**src/rtl/mul_seq_pkg.sv**
```systemverilog
// Shared types and sizing helpers for the sequential multiply-accumulate block.
package mul_seq_pkg;

    // Supported operand widths.
    localparam int LEN_MIN = 2;
    localparam int LEN_MAX = 64;

    // Operation phases: IDLE holds the result, RUN does one shift-add step
    // per cycle, ADD folds the addend into the full-width product.
    typedef enum logic [1:0] {
        IDLE = 2'd0,
        RUN  = 2'd1,
        ADD  = 2'd2
    } state_t;

    // Step counter width. One extra bit so the counter can hold LEN itself.
    function automatic int cnt_width(input int len);
        return $clog2(len) + 1;
    endfunction

    // Counter width for the default operand width.
    localparam int CW_DEFAULT = cnt_width(16);

endpackage : mul_seq_pkg

```
**src/rtl/mul_seq_if.sv**
```systemverilog
// Operand/result bundle between a requester and the mul_seq block.
interface mul_seq_if #(
    parameter int LEN = 16
) ();

    logic           START;
    logic [LEN-1:0] A;
    logic [LEN-1:0] B;
    logic [LEN-1:0] C;
    logic           DONE;
    logic           BUSY;
    logic [LEN-1:0] P_LO;
    logic [LEN-1:0] P_HI;

    // Requester side: issues operands, observes status and result.
    modport master (
        output START, A, B, C,
        input  DONE, BUSY, P_LO, P_HI
    );

    // Multiplier side: consumes operands, drives status and result.
    modport slave (
        input  START, A, B, C,
        output DONE, BUSY, P_LO, P_HI
    );

endinterface : mul_seq_if

```
**src/rtl/mul_seq_add_cy.sv**
```systemverilog
// Plain W-bit ripple adder with carry-in and carry-out.
module add_cy #(
    parameter int W = 16
) (
    input  logic [W-1:0] a,
    input  logic [W-1:0] b,
    input  logic         cin,
    output logic [W-1:0] sum,
    output logic         cout
);

    // Widen by one bit so the carry-out drops out of the same addition.
    assign {cout, sum} = {1'b0, a} + {1'b0, b} + {{W{1'b0}}, cin};

endmodule : add_cy

```
**src/rtl/mul_seq.sv**
```systemverilog
// Sequential unsigned multiply-accumulate: {P_HI,P_LO} = A*B + C.
// One shift-add step per cycle over LEN cycles, then one cycle to add C.
// A single LEN-bit adder is shared between the RUN and ADD phases.
// DONE/BUSY are registered from the state, so they trail it by one cycle;
// DONE therefore rises LEN+2 edges after the START edge.
module mul_seq
    import mul_seq_pkg::*;
#(
    parameter int LEN = 16   // operand width, LEN_MIN..LEN_MAX
) (
    input  logic     CLK,
    input  logic     RST_N,
    mul_seq_if.slave bus
);

    localparam int CW = cnt_width(LEN);

    state_t         r_state;
    state_t         w_state_next;

    logic [LEN-1:0] r_p_lo;
    logic [LEN-1:0] r_p_hi;
    logic [LEN-1:0] r_arg_b;
    logic [LEN-1:0] r_arg_c;
    logic [CW-1:0]  r_cnt;
    logic           r_done;

    logic [LEN-1:0] w_add_a;
    logic [LEN-1:0] w_add_b;
    logic [LEN-1:0] w_sum;
    logic           w_cy;
    logic           w_last_step;

    // The step that takes the counter from 1 to 0 is the last RUN cycle.
    assign w_last_step = (r_cnt == CW'(1));

    // Shared adder: P_HI + (P_LO[0] ? argB : 0) in RUN, P_LO + argC in ADD.
    // NOTE: every combinational output gets a default first so no path
    // through the block leaves it unassigned and infers a latch.
    always_comb begin
        w_add_a = r_p_hi;
        w_add_b = '0;
        if (r_state == ADD) begin
            w_add_a = r_p_lo;
            w_add_b = r_arg_c;
        end else if (r_p_lo[0]) begin
            w_add_b = r_arg_b;
        end
    end

    add_cy #(
        .W (LEN)
    ) u_add_cy (
        .a    (w_add_a),
        .b    (w_add_b),
        .cin  (1'b0),
        .sum  (w_sum),
        .cout (w_cy)
    );

    // State register.
    // NOTE: clocked state uses non-blocking assignments so every register
    // samples the pre-edge values, independent of statement order.
    always_ff @(posedge CLK or negedge RST_N) begin
        if (!RST_N) begin
            r_state <= IDLE;
        end else begin
            r_state <= w_state_next;
        end
    end

    // Next-state logic; START restarts from any state.
    always_comb begin
        w_state_next = r_state;
        if (bus.START) begin
            w_state_next = RUN;
        end else begin
            case (r_state)
                IDLE:    w_state_next = IDLE;
                RUN:     w_state_next = w_last_step ? ADD : RUN;
                ADD:     w_state_next = IDLE;
                default: w_state_next = IDLE;
            endcase
        end
    end

    // Operand latch and shift-add datapath.
    always_ff @(posedge CLK or negedge RST_N) begin
        if (!RST_N) begin
            r_p_lo  <= '0;
            r_p_hi  <= '0;
            r_arg_b <= '0;
            r_arg_c <= '0;
            r_cnt   <= '0;
        end else if (bus.START) begin
            r_p_lo  <= bus.A;
            r_p_hi  <= '0;
            r_arg_b <= bus.B;
            r_arg_c <= bus.C;
            r_cnt   <= CW'(LEN);
        end else begin
            case (r_state)
                RUN: begin
                    // Multiplier bits leave P_LO from the bottom as product
                    // bits enter from the top.
                    {r_p_hi, r_p_lo} <= {w_cy, w_sum, r_p_lo[LEN-1:1]};
                    r_cnt            <= r_cnt - CW'(1);
                end
                ADD: begin
                    // Carry out of the low half ripples into the high half.
                    r_p_lo <= w_sum;
                    r_p_hi <= r_p_hi + {{(LEN-1){1'b0}}, w_cy};
                end
                default: begin
                    r_p_lo <= r_p_lo;
                    r_p_hi <= r_p_hi;
                end
            endcase
        end
    end

    // DONE follows the state one cycle later; it holds high throughout IDLE.
    always_ff @(posedge CLK or negedge RST_N) begin
        if (!RST_N) begin
            r_done <= 1'b1;
        end else begin
            r_done <= (r_state == IDLE);
        end
    end

    assign bus.DONE = r_done;
    assign bus.BUSY = ~r_done;
    assign bus.P_LO = r_p_lo;
    assign bus.P_HI = r_p_hi;

endmodule : mul_seq

```
**src/flat_wrapper.sv**
```systemverilog
// flat-port wrapper written by rule: the top's interface ports become plain ports
module mul_seq_flat import mul_seq_pkg::*;
#(
    parameter int LEN = 16                                     
)
  (CLK, RST_N, bus_START, bus_A, bus_B, bus_C, bus_DONE, bus_BUSY, bus_P_LO, bus_P_HI);
  mul_seq_if #(.LEN(LEN)) bus_i ();
  input  logic CLK;
  input  logic RST_N;
  input wire logic [$bits(bus_i.START)-1:0] bus_START;
  input wire logic [$bits(bus_i.A)-1:0] bus_A;
  input wire logic [$bits(bus_i.B)-1:0] bus_B;
  input wire logic [$bits(bus_i.C)-1:0] bus_C;
  output wire logic [$bits(bus_i.DONE)-1:0] bus_DONE;
  output wire logic [$bits(bus_i.BUSY)-1:0] bus_BUSY;
  output wire logic [$bits(bus_i.P_LO)-1:0] bus_P_LO;
  output wire logic [$bits(bus_i.P_HI)-1:0] bus_P_HI;
  assign bus_i.START = bus_START;
  assign bus_i.A = bus_A;
  assign bus_i.B = bus_B;
  assign bus_i.C = bus_C;
  assign bus_DONE = bus_i.DONE;
  assign bus_BUSY = bus_i.BUSY;
  assign bus_P_LO = bus_i.P_LO;
  assign bus_P_HI = bus_i.P_HI;
  mul_seq #(.LEN(LEN)) u_core (.CLK(CLK), .RST_N(RST_N), .bus(bus_i));
endmodule
```
**config.mk**
```make
export PLATFORM = sky130hd
export DESIGN_NAME = mul_seq_flat
export DESIGN_NICKNAME = d
export VERILOG_FILES = /design/src/rtl/mul_seq_pkg.sv /design/src/rtl/mul_seq_if.sv /design/src/rtl/mul_seq_add_cy.sv /design/src/rtl/mul_seq.sv /design/src/flat_wrapper.sv
export SDC_FILE = /design/constraint.sdc
export NUM_CORES = 1
export LEC_CHECK = 0
export CAP_MARGIN = 20
export CORE_MARGIN = 2
export CORE_UTILIZATION = 48
export DETAILED_ROUTE_END_ITERATION = 10
export PLACE_DENSITY = 0.81
export SYNTH_ARGS = -nofsm -noshare
export SYNTH_HDL_FRONTEND = slang
export SYNTH_SLANG_ARGS = --single-unit
```
**constraint.sdc**
```tcl
create_clock -name CLK -period 4.1 [get_ports CLK]
set_clock_uncertainty 0.2 [all_clocks]
set_input_delay 0.41 -clock CLK [delete_from_list [all_inputs] [get_ports CLK]]
set_output_delay 0.41 -clock CLK [all_outputs]
set_load 0.1 [all_outputs]
```
---- Word-level counts from Yosys, hierarchy flattened ----
Cells that the tools add are included.
Widths: inputs -> output; s select.
storage, ports and cells
  bits in registers ....................... 72
  input port bits ......................... 51
  output and inout port bits .............. 34
operators by class
  add/subtract/negate cells ............... 3
  equal/unequal tests ..................... 3
  multiplexer cells ....................... 12
  bitwise operators ....................... 1
  reductions and logical operators ........ 3
operators by type and width
  kind                 count
  $mux 16              5
  $pmux 16 s2          2
  $add 16x16->17       1
  $add 16x1->16        1
  $mux 5               2
  $mux 2               3
  $eq 5x1->1 const B   1
  $sub 5x1->5 const B  1
  $reduce_bool 3->1    1
  $eq 2x1->1 const B   1
  $eq 2x2->1 const B   1
  $logic_not 2->1      1
  $reduce_bool 2->1    1
  $not 1->1            1

---- Depth between registers and ports, before layout ----
Gate-level depths: netlist (run 1).
  depth in word-level cells ............... 6
  gate-level depth with buffers ........... 24

---- Modules after synthesis ----
Synthesis (run 1) repeated with hierarchy kept, for this count alone.
unflattened totals
  cells, all modules ...................... 507
  area, all modules ....................... 4,689.5 um^2
by module, submodules not included
  module   times used  cells each  area an instance (um^2)  seq. area each (um^2)
  mul_seq  1           418         3,956.3                  1,803.0
  add_cy   1           89          733.2                    0.0

---- Least setup slack after synthesis (run 1) ----
OpenSTA, ideal clock, no wires.
  path kind ............................... register to register
  start ................................... reg u_core.r_p_lo[0], in the netlist u_core.bus.P_LO[0]
  end ..................................... reg u_core.r_p_hi[12], in the netlist u_core.bus.P_HI[12]
  library setup time ...................... 0.111 ns
  data arrival time ....................... 4.548 ns
  required time ........................... 3.789 ns
  path slack .............................. -0.760 ns
  cell stages (with the launch flop) ...... 23
  buffers on the path ..................... 2
  clock period less this slack ............ 4.860 ns
  cells stage by stage .................... dfrtp_1 buf_1 clkbuf_1 nand2_1 nand2_1 ha_1 inv_1 fa_1 nor2b_1 o21ai_1 a21oi_1 o21ai_1 o211ai_1 nand3_1 nand2_1 ha_1 nand4_2 nor3_2 and3_1 nand3_1 xnor2_1 nor2_1 a2111oi_2
on the way
  word-level cells in the longest chain between the ends .. 6
  elaborated cells between the ends (all ways) .. 7
  classes of those cells .................. 2 x add/sub; 5 x mux
ends and longest elaborated chain
  what                      line                  RTL
  start: declaration        mul_seq.sv:21         logic [LEN-1:0] r_p_lo;
  start signal: assignment  mul_seq.sv:96         r_p_lo <= bus.A;
  start signal: assignment  mul_seq.sv:106        {r_p_hi, r_p_lo} <= {w_cy, w_sum, r_p_lo[LEN-1:1]};
  start signal: assignment  mul_seq.sv:111        r_p_lo <= w_sum;
  $mux 16                   mul_seq.sv:46         end else if (r_p_lo[0]) begin
  $mux 16                   mul_seq.sv:43         if (r_state == ADD) begin
  $add 16x16->17 (*)        mul_seq_add_cy.sv:13  assign {cout, sum} = {1'b0, a} + {1'b0, b} + {{W{1'b0}}, cin};
  $add 16x1->16             mul_seq.sv:112        r_p_hi <= r_p_hi + {{(LEN-1){1'b0}}, w_cy};
  $pmux 16 s2 (*)           mul_seq.sv:102        case (r_state)
  $mux 16 (*)               mul_seq.sv:95         end else if (bus.START) begin
  end signal: assignment    mul_seq.sv:106
  end signal: assignment    mul_seq.sv:112
  end signal: assignment    mul_seq.sv:116        r_p_hi <= r_p_hi;
  end: declaration          mul_seq.sv:22         logic [LEN-1:0] r_p_hi;
Mark *: on every way between the ends. The rest lies on a longest branch, timed or not.
A chain may end at the register's enable or synchronous reset.

---- Worst setup path after layout (run 1) ----
Ends and elaborated chain as after synthesis.

==> impl_results.html, run 1 <==
<table>
<tr><th>Metric</th><th>Value</th></tr>
<tr><th colspan="2">Run status</th></tr>
<tr><td>Status</td><td>completed</td></tr>
<tr><th colspan="2">Place</th></tr>
<tr><td>Cell area reported after detailed placement</td><td>5887 sq um</td></tr>
<tr><td>Worst setup timing slack at the placement stage</td><td>-0.002774 ns</td></tr>
<tr><td>Final HPWL from detailed placement</td><td>9558 um</td></tr>
<tr><td>Routability Congestion</td><td>0.9692</td></tr>
<tr><td>Count of input and output buffers</td><td>84</td></tr>
<tr><td>Number of cells in the design after placement</td><td>754</td></tr>
<tr><th colspan="2">Yosys</th></tr>
<tr><td>Simple logic cell fraction of the synthesized area</td><td>20.59%</td></tr>
<tr><td>Parity-gate share of the synthesized area counting xor and xnor cells</td><td>5.277%</td></tr>
<tr><td>Count leader, synth</td><td>nand2_1</td></tr>
<tr><td>Top cell type's share of synthesized area</td><td>36.91%</td></tr>
<tr><td>Number of flops mapped to enable cells by yosys</td><td>0</td></tr>
<tr><td>Cell type contributing the most total cell area after synthesis</td><td>dfrtp_1</td></tr>
<tr><td>Post-synthesis share of cell area spent on full adders, half adders and majority gates</td><td>5.615%</td></tr>
<tr><td>Instance count of the mapped netlist</td><td>554</td></tr>
<tr><td>Share of async-settable or async-resettable flops after synthesis</td><td>100.0%</td></tr>
<tr><td>Synth Area per Inst</td><td>8.688 sq um</td></tr>
<tr><td>Leading cell types by total area after synthesis</td><td>dfrtp_1, mux2_2, nand2_1</td></tr>
<tr><td>Yosys reg bits</td><td>72</td></tr>
<tr><td>Dominant synthesized flop cell</td><td>dfrtp_1</td></tr>
<tr><td>Warning count from the yosys run</td><td>0</td></tr>
<tr><td>Distinct cells, synth</td><td>52</td></tr>
<tr><td>Combinational family with the most area after synthesis</td><td>simple AND/OR/NAND/NOR gates</td></tr>
<tr><td>Post-synthesis cell area</td><td>4813 sq um</td></tr>
<tr><td>Mux cell area share after synthesis</td><td>11.41%</td></tr>
<tr><td>Synth Net Count</td><td>626</td></tr>
<tr><td>Commonest cells in the synthesized netlist</td><td>nand2_1, dfrtp_1, mux2_2</td></tr>
<tr><td>Synth Area in Compound Gates</td><td>15.52%</td></tr>
<tr><td>Seq/Total Area, Yosys</td><td>37.46%</td></tr>
<tr><th colspan="2">STA</th></tr>
<tr><td>Total negative slack</td><td>0 ns</td></tr>
<tr><td>Top achievable clock speed</td><td>258.3 MHz</td></tr>
<tr><td>Min Tclk post-route</td><td>3.871 ns</td></tr>
<tr><td>Post-route setup slack</td><td>0.2286 ns</td></tr>
<tr><td>Unrepaired setup endpoints after global routing</td><td>true</td></tr>
<tr><td>Final Max Tran Viols</td><td>0</td></tr>
<tr><td>Total count of hold-check failures in the final report</td><td>0</td></tr>
<tr><td>Post-route clock period utilization</td><td>94.42%</td></tr>
<tr><td>Tightest slew margin relative to the limit</td><td>33.93%</td></tr>
<tr><td>Actual transition at the worst max-transition pin</td><td>0.9879 ns</td></tr>
<tr><td># setup viols final</td><td>0</td></tr>
<tr><th colspan="2">Critical path</th></tr>
<tr><td>Delay contributed by the slowest stage of the critical path</td><td>0.57 ns</td></tr>
<tr><td>Type of element launching the critical path</td><td>flip-flop</td></tr>
<tr><td>Worst-path fanout max</td><td>20</td></tr>
<tr><td>Cell count of the worst reg-to-reg path</td><td>20</td></tr>
<tr><td>Worst r2r src</td><td>u_core.bus.P_LO[0]</td></tr>
<tr><td>CP max stage cell</td><td>dfrtp_4</td></tr>
<tr><td>Crit Path Category</td><td>flip-flop to flip-flop</td></tr>
<tr><td>Kind of end point of the critical path</td><td>flip-flop</td></tr>
<tr><td>CP cell instances</td><td>nand3_1, nand2_1, ha_2, inv_2, fa_2, nor2b_2, o21ai_2, a21oi_2, o21ai_2, o211ai_1, nand3_1, nand2_2, ha_4, nand4_4, nor3_4, and3_4, nand3_4, xnor2_2, nor2_1, a2111oi_2</td></tr>
<tr><td>Worst EP required</td><td>4.16 ns</td></tr>
<tr><td>Register-to-register setup slack</td><td>0.23 ns</td></tr>
<tr><td>Endpoint of the lowest-slack register-to-register path</td><td>u_core.bus.P_HI[12]</td></tr>
<tr><td>Arrival @ worst endpoint</td><td>3.93 ns</td></tr>
<tr><th colspan="2">Floorplanning</th></tr>
<tr><td>Ports</td><td>85</td></tr>
<tr><td>Initial cell density of the core</td><td>49.24%</td></tr>
<tr><td>Floorplan die area</td><td>10850 sq um</td></tr>
<tr><td>Std cell rows</td><td>36</td></tr>
<tr><td>Placeable core area</td><td>9774 sq um</td></tr>
<tr><td>Vertical extent of the die</td><td>104.1 um</td></tr>
<tr><td>Width of the die</td><td>104.1 um</td></tr>
<tr><th colspan="2">CTS</th></tr>
<tr><td>CTS clk-pin slew, worst paths</td><td>0.08 ns</td></tr>
<tr><td>Clock insertion delay at the later pin of the skew report</td><td>0.36 ns</td></tr>
<tr><td>Total clock sinks</td><td>72</td></tr>
<tr><td>Clock root buffer master</td><td>clkbuf_8</td></tr>
<tr><td>Number of H-tree levels</td><td>3</td></tr>
<tr><td>Number of buffers added by the clock tree synthesis step</td><td>9</td></tr>
<tr><td>CTS tree</td><td>yes</td></tr>
<tr><td>Bufs on Longest Clock Path</td><td>2</td></tr>
<tr><th colspan="2">Cells and area</th></tr>
<tr><td>Final design instance area without fill</td><td>6256 sq um</td></tr>
<tr><td>Layout cell share with drive strength beyond 1</td><td>18.35%</td></tr>
<tr><td>Final instance count without filler cells</td><td>776</td></tr>
<tr><td>Count of antenna diodes in the layout</td><td>0</td></tr>
<tr><td>Total of fill cells in the finished design</td><td>845</td></tr>
<tr><td>Area growth, synth to finish</td><td>29.97%</td></tr>
<tr><td>Net count reported at finish</td><td>710</td></tr>
<tr><th colspan="2">Global route</th></tr>
<tr><td>Total GRT Usage</td><td>24.85%</td></tr>
<tr><td>Via count of the first global-routing pass</td><td>4415</td></tr>
<tr><td>First-pass GRT wire length</td><td>21640 um</td></tr>
<tr><td>Remaining global-route overflow</td><td>0</td></tr>
<tr><td>Largest net degree at the start of global routing</td><td>51</td></tr>
<tr><td>Antenna violations before repair</td><td>0</td></tr>
<tr><th colspan="2">Routing</th></tr>
<tr><td>Remaining design rule violation count</td><td>0</td></tr>
<tr><td>Via count of the routed design</td><td>4448</td></tr>
<tr><td>Total detailed-routing wirelength</td><td>12970 um</td></tr>
<tr><td>Drt first pass iters</td><td>5</td></tr>
<tr><td>Wire length per cell after detailed routing</td><td>16.71 um</td></tr>
<tr><td>Starting DRC count in detailed routing</td><td>251</td></tr>
<tr><td>Routed via count divided by cell count</td><td>5.732</td></tr>
<tr><td>Residual antenna-violating net count after detailed routing</td><td>0</td></tr>
<tr><th colspan="2">Pwr</th></tr>
<tr><td>Peak ir drop on the vdd network</td><td>0.3406 mV</td></tr>
<tr><td>Power density relative to cell area</td><td>638.0 nW/um^2</td></tr>
<tr><td>Leak</td><td>2.695 nW</td></tr>
<tr><th colspan="2">Worst hold path</th></tr>
<tr><td>Worst hold path cell count</td><td>1</td></tr>
<tr><td>Endpoint, Worst Hold</td><td>u_core.r_arg_c[5]</td></tr>
<tr><td>Min-Delay Startpoint</td><td>u_core.r_arg_c[5]</td></tr>
<tr><td>Class of the worst hold path</td><td>flip-flop to flip-flop</td></tr>
<tr><th colspan="2">Run</th></tr>
<tr><td>Max-capacitance violation count</td><td>0</td></tr>
</table>
[metal layers]
layer,track usage [%],wire length (um)
met1,33.40,5634
met2,40.27,6158
met3,3.634,903
met4,10.23,271
met5,0,0
[where the power goes]
group          switching (mW)  leakage [nW]  total (mW)  internal, mW
Clock                   0.295         0.107       0.643         0.349
Sequential              0.239         0.866        1.10         0.865
Combinational            1.48          1.72        2.25         0.764
Total                    2.01          2.69        3.99          1.98
[final cells by class]
class                      instances  area (sq um)  area share [%]
clock buffer                       9         123.9           1.980
clock inverter                     7         101.3           1.620
tap                              133         166.4           2.660
inverter                          13         48.80          0.7800
multi-input combinational        430          2943           47.04
timing repair buffer             112          1060           16.94
sequential                        72          1813           28.98
[worst max-delay path by stage]
stage / startpoint / end / slack, ns / cells after the start
after floorplan: u_core.r_state[1] / u_core.bus.P_HI[12] / -0.007 / 24
after global placement: u_core.r_state[0] / u_core.bus.P_HI[12] / 0.20 / 21
after detailed placement: u_core.r_state[0] / u_core.bus.P_HI[11] / -0.003 / 21
after CTS: u_core.r_state[1] / u_core.bus.P_HI[11] / 0.07 / 18
after global routing: u_core.r_state[0] / u_core.bus.P_HI[15] / -0.04 / 21
final: u_core.bus.P_LO[0] / u_core.bus.P_HI[12] / 0.23 / 20
[critical path, delay by kind of cell, from the launching register on]
family | cells | cell delay [ns]
and+or+nand+nor | 10 | 1.37
AOI/OAI and AO/OA | 5 | 0.74
adders and majority gates | 3 | 0.72
DFF | 1 | 0.57
xor gates and xnor gates | 1 | 0.13
buffers and inverters | 1 | 0.04
[sequential cells by signal, summed over array words and instances (netlist names)]
name and count:
u_core.bus.P_HI 16, u_core.bus.P_LO 16, u_core.r_arg_b 16, u_core.r_arg_c 16, u_core.r_cnt 5, u_core.r_state 2, u_core.bus.DONE 1
[stage by stage]
stage | hold WS [ns] | power [mW] | util, %
after CTS | 0.3179 | 3.934 | 62.66
after detailed placement | 0.2958 | 3.278 | 60.23
after floorplan | -0.08559 | 2.669 | -
after global routing | 0.3290 | 4.213 | 64.00
after global placement | 0.2770 | 3.241 | 60.23
final | 0.3132 | 3.992 | 64.00
[what timing repair did]
action / CTS / global route
hold buffers: 1 / 0
buffers inserted: 0 / 5
endpoints found under the hold margin: 28 / 0
endpoints found under the setup margin: 1 / 6
gates resized for setup: 1 / 20
pin swaps: 0 / 13
[cell usage in the layout, fill, tap and decap left out, drive strengths merged, types with 21 or more instances in the layout]
cell,count
dfrtp,71
a21oi,31
o21ai,23
clkdlybuf4s50,82
nand2,109
nand3,24
mux2,39
xnor2,21
nor2,35
buf,29
[cell families (layout without fill, tap and decap cells)]
family / Yosys count / after routing
AOI/OAI and AO/OA: 112 / 112
muxes: 50 / 50
xor gates and xnor gates: 29 / 29
adders and majority gates: 21 / 21
and+or+nand+nor: 218 / 218
buffers and inverters: 52 / 141
DFF: 72 / 72
No activity file was read; power rests on OpenSTA's default activity.
==> run 2: changes to the inputs <==
CAP_MARGIN = 0   (was 20)
PLACE_DENSITY = 0.77   (was 0.81)
==> impl_results.html, run 2 (synthesis results as in run 1) <==
<table>
<tr><th>Metric</th><th>Value</th></tr>
<tr><th colspan="2">Run status</th></tr>
<tr><td>Status</td><td>completed (unchanged)</td></tr>
<tr><th colspan="2">Routing</th></tr>
<tr><td>Via count of the routed design</td><td>4329 (was 4448)</td></tr>
<tr><td>Starting DRC count in detailed routing</td><td>237 (was 251)</td></tr>
<tr><td>Drt first pass iters</td><td>5 (unchanged)</td></tr>
<tr><td>Total detailed-routing wirelength</td><td>12820 um (was 12970 um)</td></tr>
<tr><td>Residual antenna-violating net count after detailed routing</td><td>0 (unchanged)</td></tr>
<tr><td>Wire length per cell after detailed routing</td><td>16.64 um (was 16.71 um)</td></tr>
<tr><td>Remaining design rule violation count</td><td>0 (unchanged)</td></tr>
<tr><td>Routed via count divided by cell count</td><td>5.622 (was 5.732)</td></tr>
<tr><th colspan="2">CTS</th></tr>
<tr><td>Clock insertion delay at the later pin of the skew report</td><td>0.36 ns (about the same)</td></tr>
<tr><td>Clock root buffer master</td><td>clkbuf_8 (unchanged)</td></tr>
<tr><td>Number of buffers added by the clock tree synthesis step</td><td>9 (unchanged)</td></tr>
<tr><td>CTS tree</td><td>yes (unchanged)</td></tr>
<tr><td>Number of H-tree levels</td><td>3 (unchanged)</td></tr>
<tr><td>Bufs on Longest Clock Path</td><td>2 (unchanged)</td></tr>
<tr><td>CTS clk-pin slew, worst paths</td><td>0.07 ns (was 0.08 ns)</td></tr>
<tr><td>Total clock sinks</td><td>72 (unchanged)</td></tr>
<tr><th colspan="2">Floorplanning</th></tr>
<tr><td>Placeable core area</td><td>9774 sq um (unchanged)</td></tr>
<tr><td>Ports</td><td>85 (unchanged)</td></tr>
<tr><td>Width of the die</td><td>104.1 um (unchanged)</td></tr>
<tr><td>Std cell rows</td><td>36 (unchanged)</td></tr>
<tr><td>Floorplan die area</td><td>10850 sq um (unchanged)</td></tr>
<tr><td>Vertical extent of the die</td><td>104.1 um (unchanged)</td></tr>
<tr><td>Initial cell density of the core</td><td>49.24% (unchanged)</td></tr>
<tr><th colspan="2">Critical path</th></tr>
<tr><td>Endpoint of the lowest-slack register-to-register path</td><td>u_core.bus.P_HI[12] (unchanged)</td></tr>
<tr><td>CP max stage cell</td><td>dfrtp_2 (was dfrtp_4)</td></tr>
<tr><td>Worst path top cell family by delay</td><td>simple AND/OR/NAND/NOR gates (unchanged)</td></tr>
<tr><td>CP cell instances</td><td>nor2b_4, nand2_1, nand2_1, ha_1, inv_1, fa_2, nor2b_1, o21ai_1, a21oi_2, o21ai_1, o211ai_1, nand3_1, nand2_2, ha_4, nand4_4, nor3_4, and3_4, nand3_1, xnor2_1, nor2_1, a2111oi_2 (was nand3_1, nand2_1, ha_2, inv_2, fa_2, nor2b_2, o21ai_2, a21oi_2, o21ai_2, o211ai_1, nand3_1, nand2_2, ha_4, nand4_4, nor3_4, and3_4, nand3_4, xnor2_2, nor2_1, a2111oi_2)</td></tr>
<tr><td>Worst r2r src</td><td>u_core.r_state[1] (was u_core.bus.P_LO[0])</td></tr>
<tr><td>Crit Path Category</td><td>flip-flop to flip-flop (unchanged)</td></tr>
<tr><td>Type of element launching the critical path</td><td>flip-flop (unchanged)</td></tr>
<tr><td>Start point of the critical path</td><td>u_core.r_state[1] (was u_core.bus.P_LO[0])</td></tr>
<tr><td>Cell count of the worst reg-to-reg path</td><td>21 (was 20)</td></tr>
<tr><td>Kind of end point of the critical path</td><td>flip-flop (unchanged)</td></tr>
<tr><td>Worst EP required</td><td>4.15 ns (was 4.16 ns)</td></tr>
<tr><td>Delay contributed by the slowest stage of the critical path</td><td>0.41 ns (was 0.57 ns)</td></tr>
<tr><td>End point of the critical path</td><td>u_core.bus.P_HI[12] (unchanged)</td></tr>
<tr><td>Register-to-register setup slack</td><td>0.24 ns (was 0.23 ns)</td></tr>
<tr><td>Arrival @ worst endpoint</td><td>3.91 ns (was 3.93 ns)</td></tr>
<tr><td>Levels on crit path</td><td>21 (was 20)</td></tr>
<tr><td>Number of buffer and inverter stages on the critical path</td><td>1 (unchanged)</td></tr>
<tr><td>Worst-path fanout max</td><td>6 (was 20)</td></tr>
<tr><th colspan="2">Worst hold path</th></tr>
<tr><td>Class of the worst hold path</td><td>flip-flop to flip-flop (unchanged)</td></tr>
<tr><th colspan="2">STA</th></tr>
<tr><td>Unrepaired setup endpoints after global routing</td><td>true (unchanged)</td></tr>
<tr><td>Total count of hold-check failures in the final report</td><td>0 (unchanged)</td></tr>
<tr><td>Post-route setup slack</td><td>0.2421 ns (was 0.2286 ns)</td></tr>
<tr><td>Actual transition at the worst max-transition pin</td><td>0.9930 ns (was 0.9879 ns)</td></tr>
<tr><td># setup viols final</td><td>0 (unchanged)</td></tr>
<tr><td>Post-route clock period utilization</td><td>94.10% (was 94.42%)</td></tr>
<tr><td>Final Max Tran Viols</td><td>0 (unchanged)</td></tr>
<tr><td>Top achievable clock speed</td><td>259.2 MHz (was 258.3 MHz)</td></tr>
<tr><td>Tightest slew margin relative to the limit</td><td>33.59% (was 33.93%)</td></tr>
<tr><td>Min Tclk post-route</td><td>3.858 ns (was 3.871 ns)</td></tr>
<tr><th colspan="2">Cells and area</th></tr>
<tr><td>Count of antenna diodes in the layout</td><td>0 (unchanged)</td></tr>
<tr><td>Most frequent cells in the layout</td><td>nand2_1, clkdlybuf4s50_1, dfrtp_1 (unchanged)</td></tr>
<tr><td>Net count reported at finish</td><td>704 (was 710)</td></tr>
<tr><td>Area growth, synth to finish</td><td>26.36% (was 29.97%)</td></tr>
<tr><td>Final instance count without filler cells</td><td>770 (was 776)</td></tr>
<tr><td>Total of fill cells in the finished design</td><td>848 (was 845)</td></tr>
<tr><td>Most common library cell in the layout ignoring fill and taps</td><td>nand2_1 (unchanged)</td></tr>
<tr><td>Layout cell share with drive strength beyond 1</td><td>15.54% (was 18.35%)</td></tr>
<tr><td>Final cell utilization of the core</td><td>62.22% (was 64.00%)</td></tr>
<tr><th colspan="2">Global route</th></tr>
<tr><td>First-pass GRT wire length</td><td>21050 um (was 21640 um)</td></tr>
<tr><td>Antenna violations before repair</td><td>0 (unchanged)</td></tr>
<tr><td>Remaining global-route overflow</td><td>0 (unchanged)</td></tr>
<tr><td>Largest net degree at the start of global routing</td><td>54 (was 51)</td></tr>
<tr><td>Total GRT Usage</td><td>24.10% (was 24.85%)</td></tr>
<tr><td>Via count of the first global-routing pass</td><td>4205 (was 4415)</td></tr>
<tr><th colspan="2">Run</th></tr>
<tr><td>Max-capacitance violation count</td><td>0 (unchanged)</td></tr>
<tr><th colspan="2">Pwr</th></tr>
<tr><td>Leak</td><td>2.632 nW (was 2.695 nW)</td></tr>
<tr><td>Peak ir drop on the vdd network</td><td>0.3735 mV (was 0.3406 mV)</td></tr>
<tr><td>Power density relative to cell area</td><td>624.0 nW/um^2 (was 638.0 nW/um^2)</td></tr>
<tr><th colspan="2">Place</th></tr>
<tr><td>Final HPWL from detailed placement</td><td>9614 um (was 9558 um)</td></tr>
<tr><td>Routability Congestion</td><td>0.9442 (was 0.9692)</td></tr>
<tr><td>Worst setup timing slack at the placement stage</td><td>0.1683 ns (was -0.002774 ns)</td></tr>
<tr><td>Number of cells in the design after placement</td><td>751 (was 754)</td></tr>
<tr><td>Count of input and output buffers</td><td>84 (unchanged)</td></tr>
</table>
-- run 2: cell count changes in the layout (fill, tap and decap cells not counted), sizes merged --
cell | previous run | this run
clkinvlp | 2 | 1
buf | 29 | 23
inv | 16 | 13
bufinv | 2 | 0
clkbuf | 9 | 13
clkinv | 0 | 2
-- run 2: power by group --
| group | internal [mW] | leakage (nW) | total (mW) | switching (mW) |
|---|---|---|---|---|
| registers | 0.865 | 0.867 | 1.10 | 0.238 |
| logic | 0.726 | 1.68 | 2.19 | 1.46 |
| clock network | 0.235 | 0.0834 | 0.501 | 0.266 |
-- run 2: final cells by class --
type                       count  area, sq um  share of cell area (%)
clock buffer                  13        148.9                   2.448
clock inverter                 3        17.52                  0.2880
inverter                      13        48.80                  0.8023
multi-input combinational    430         2883                   47.40
sequential                    72         1812                   29.79
tap                          133        166.4                   2.736
timing repair buffer         106         1006                   16.54
-- run 2: worst min-delay path by stage --
stage,startpoint,endpoint,slack (ns),cells past startpoint
3_5_place_dp,u_core.r_arg_c[9],u_core.r_arg_c[9],0.30,1
3_3_place_gp,u_core.r_arg_c[7],u_core.r_arg_c[7],0.29,1
4_1_cts,u_core.r_arg_b[15],u_core.r_arg_b[15],0.31,1
6_report,u_core.r_arg_b[15],u_core.r_arg_b[15],0.31,1
5_1_grt,u_core.r_arg_b[15],u_core.r_arg_b[15],0.32,1
2_1_floorplan,RST_N,u_core.bus.P_HI[0],-0.09,0
-- run 2: per-stage QoR --
step | power [mW] | hold WS, ns | TNS [ns] | instance area [sq um]
floorplan | 2.669 | -0.08559 | -0.007435 | 4941
global placement | 3.244 | 0.2915 | 0 | 5852
detailed placement | 3.276 | 0.2956 | 0 | 5852
CTS | 3.782 | 0.3120 | 0 | 6028
global route | 4.007 | 0.3229 | -0.06616 | 6082
finish | 3.795 | 0.3103 | 0 | 6082
-- run 2: worst reg2reg max path: stages (launching register included) --
cell       delay [ns]
dfrtp_2          0.41
nor2b_4          0.24
nand2_1          0.08
nand2_1          0.07
ha_1             0.16
inv_1            0.06
fa_2             0.34
nor2b_1          0.13
o21ai_1          0.10
a21oi_2          0.18
o21ai_1          0.09
o211ai_1         0.12
nand3_1          0.15
nand2_2          0.11
ha_4             0.15
nand4_4          0.09
nor3_4           0.22
and3_4           0.23
nand3_1          0.09
xnor2_1          0.15
nor2_1           0.06
a2111oi_2        0.33
-- run 2: what timing repair did --
item,CTS,global route
setup buffers,0,2
endpoints found under the hold margin,23,0
hold buffers,1,0
resized for setup,0,9
setup endpoints to repair,0,6
-- run 2: layer usage --
layer / global-route usage (%) / share of wire [%] / vias up
met1: 33.59 / 46 / 2053
met4: 7.432 / 1.6 / 0
met3: 5.702 / 7.2 / 14
met5: 0 / 0 / -
met2: 37.22 / 46 / 162
li1: - / - / 2100
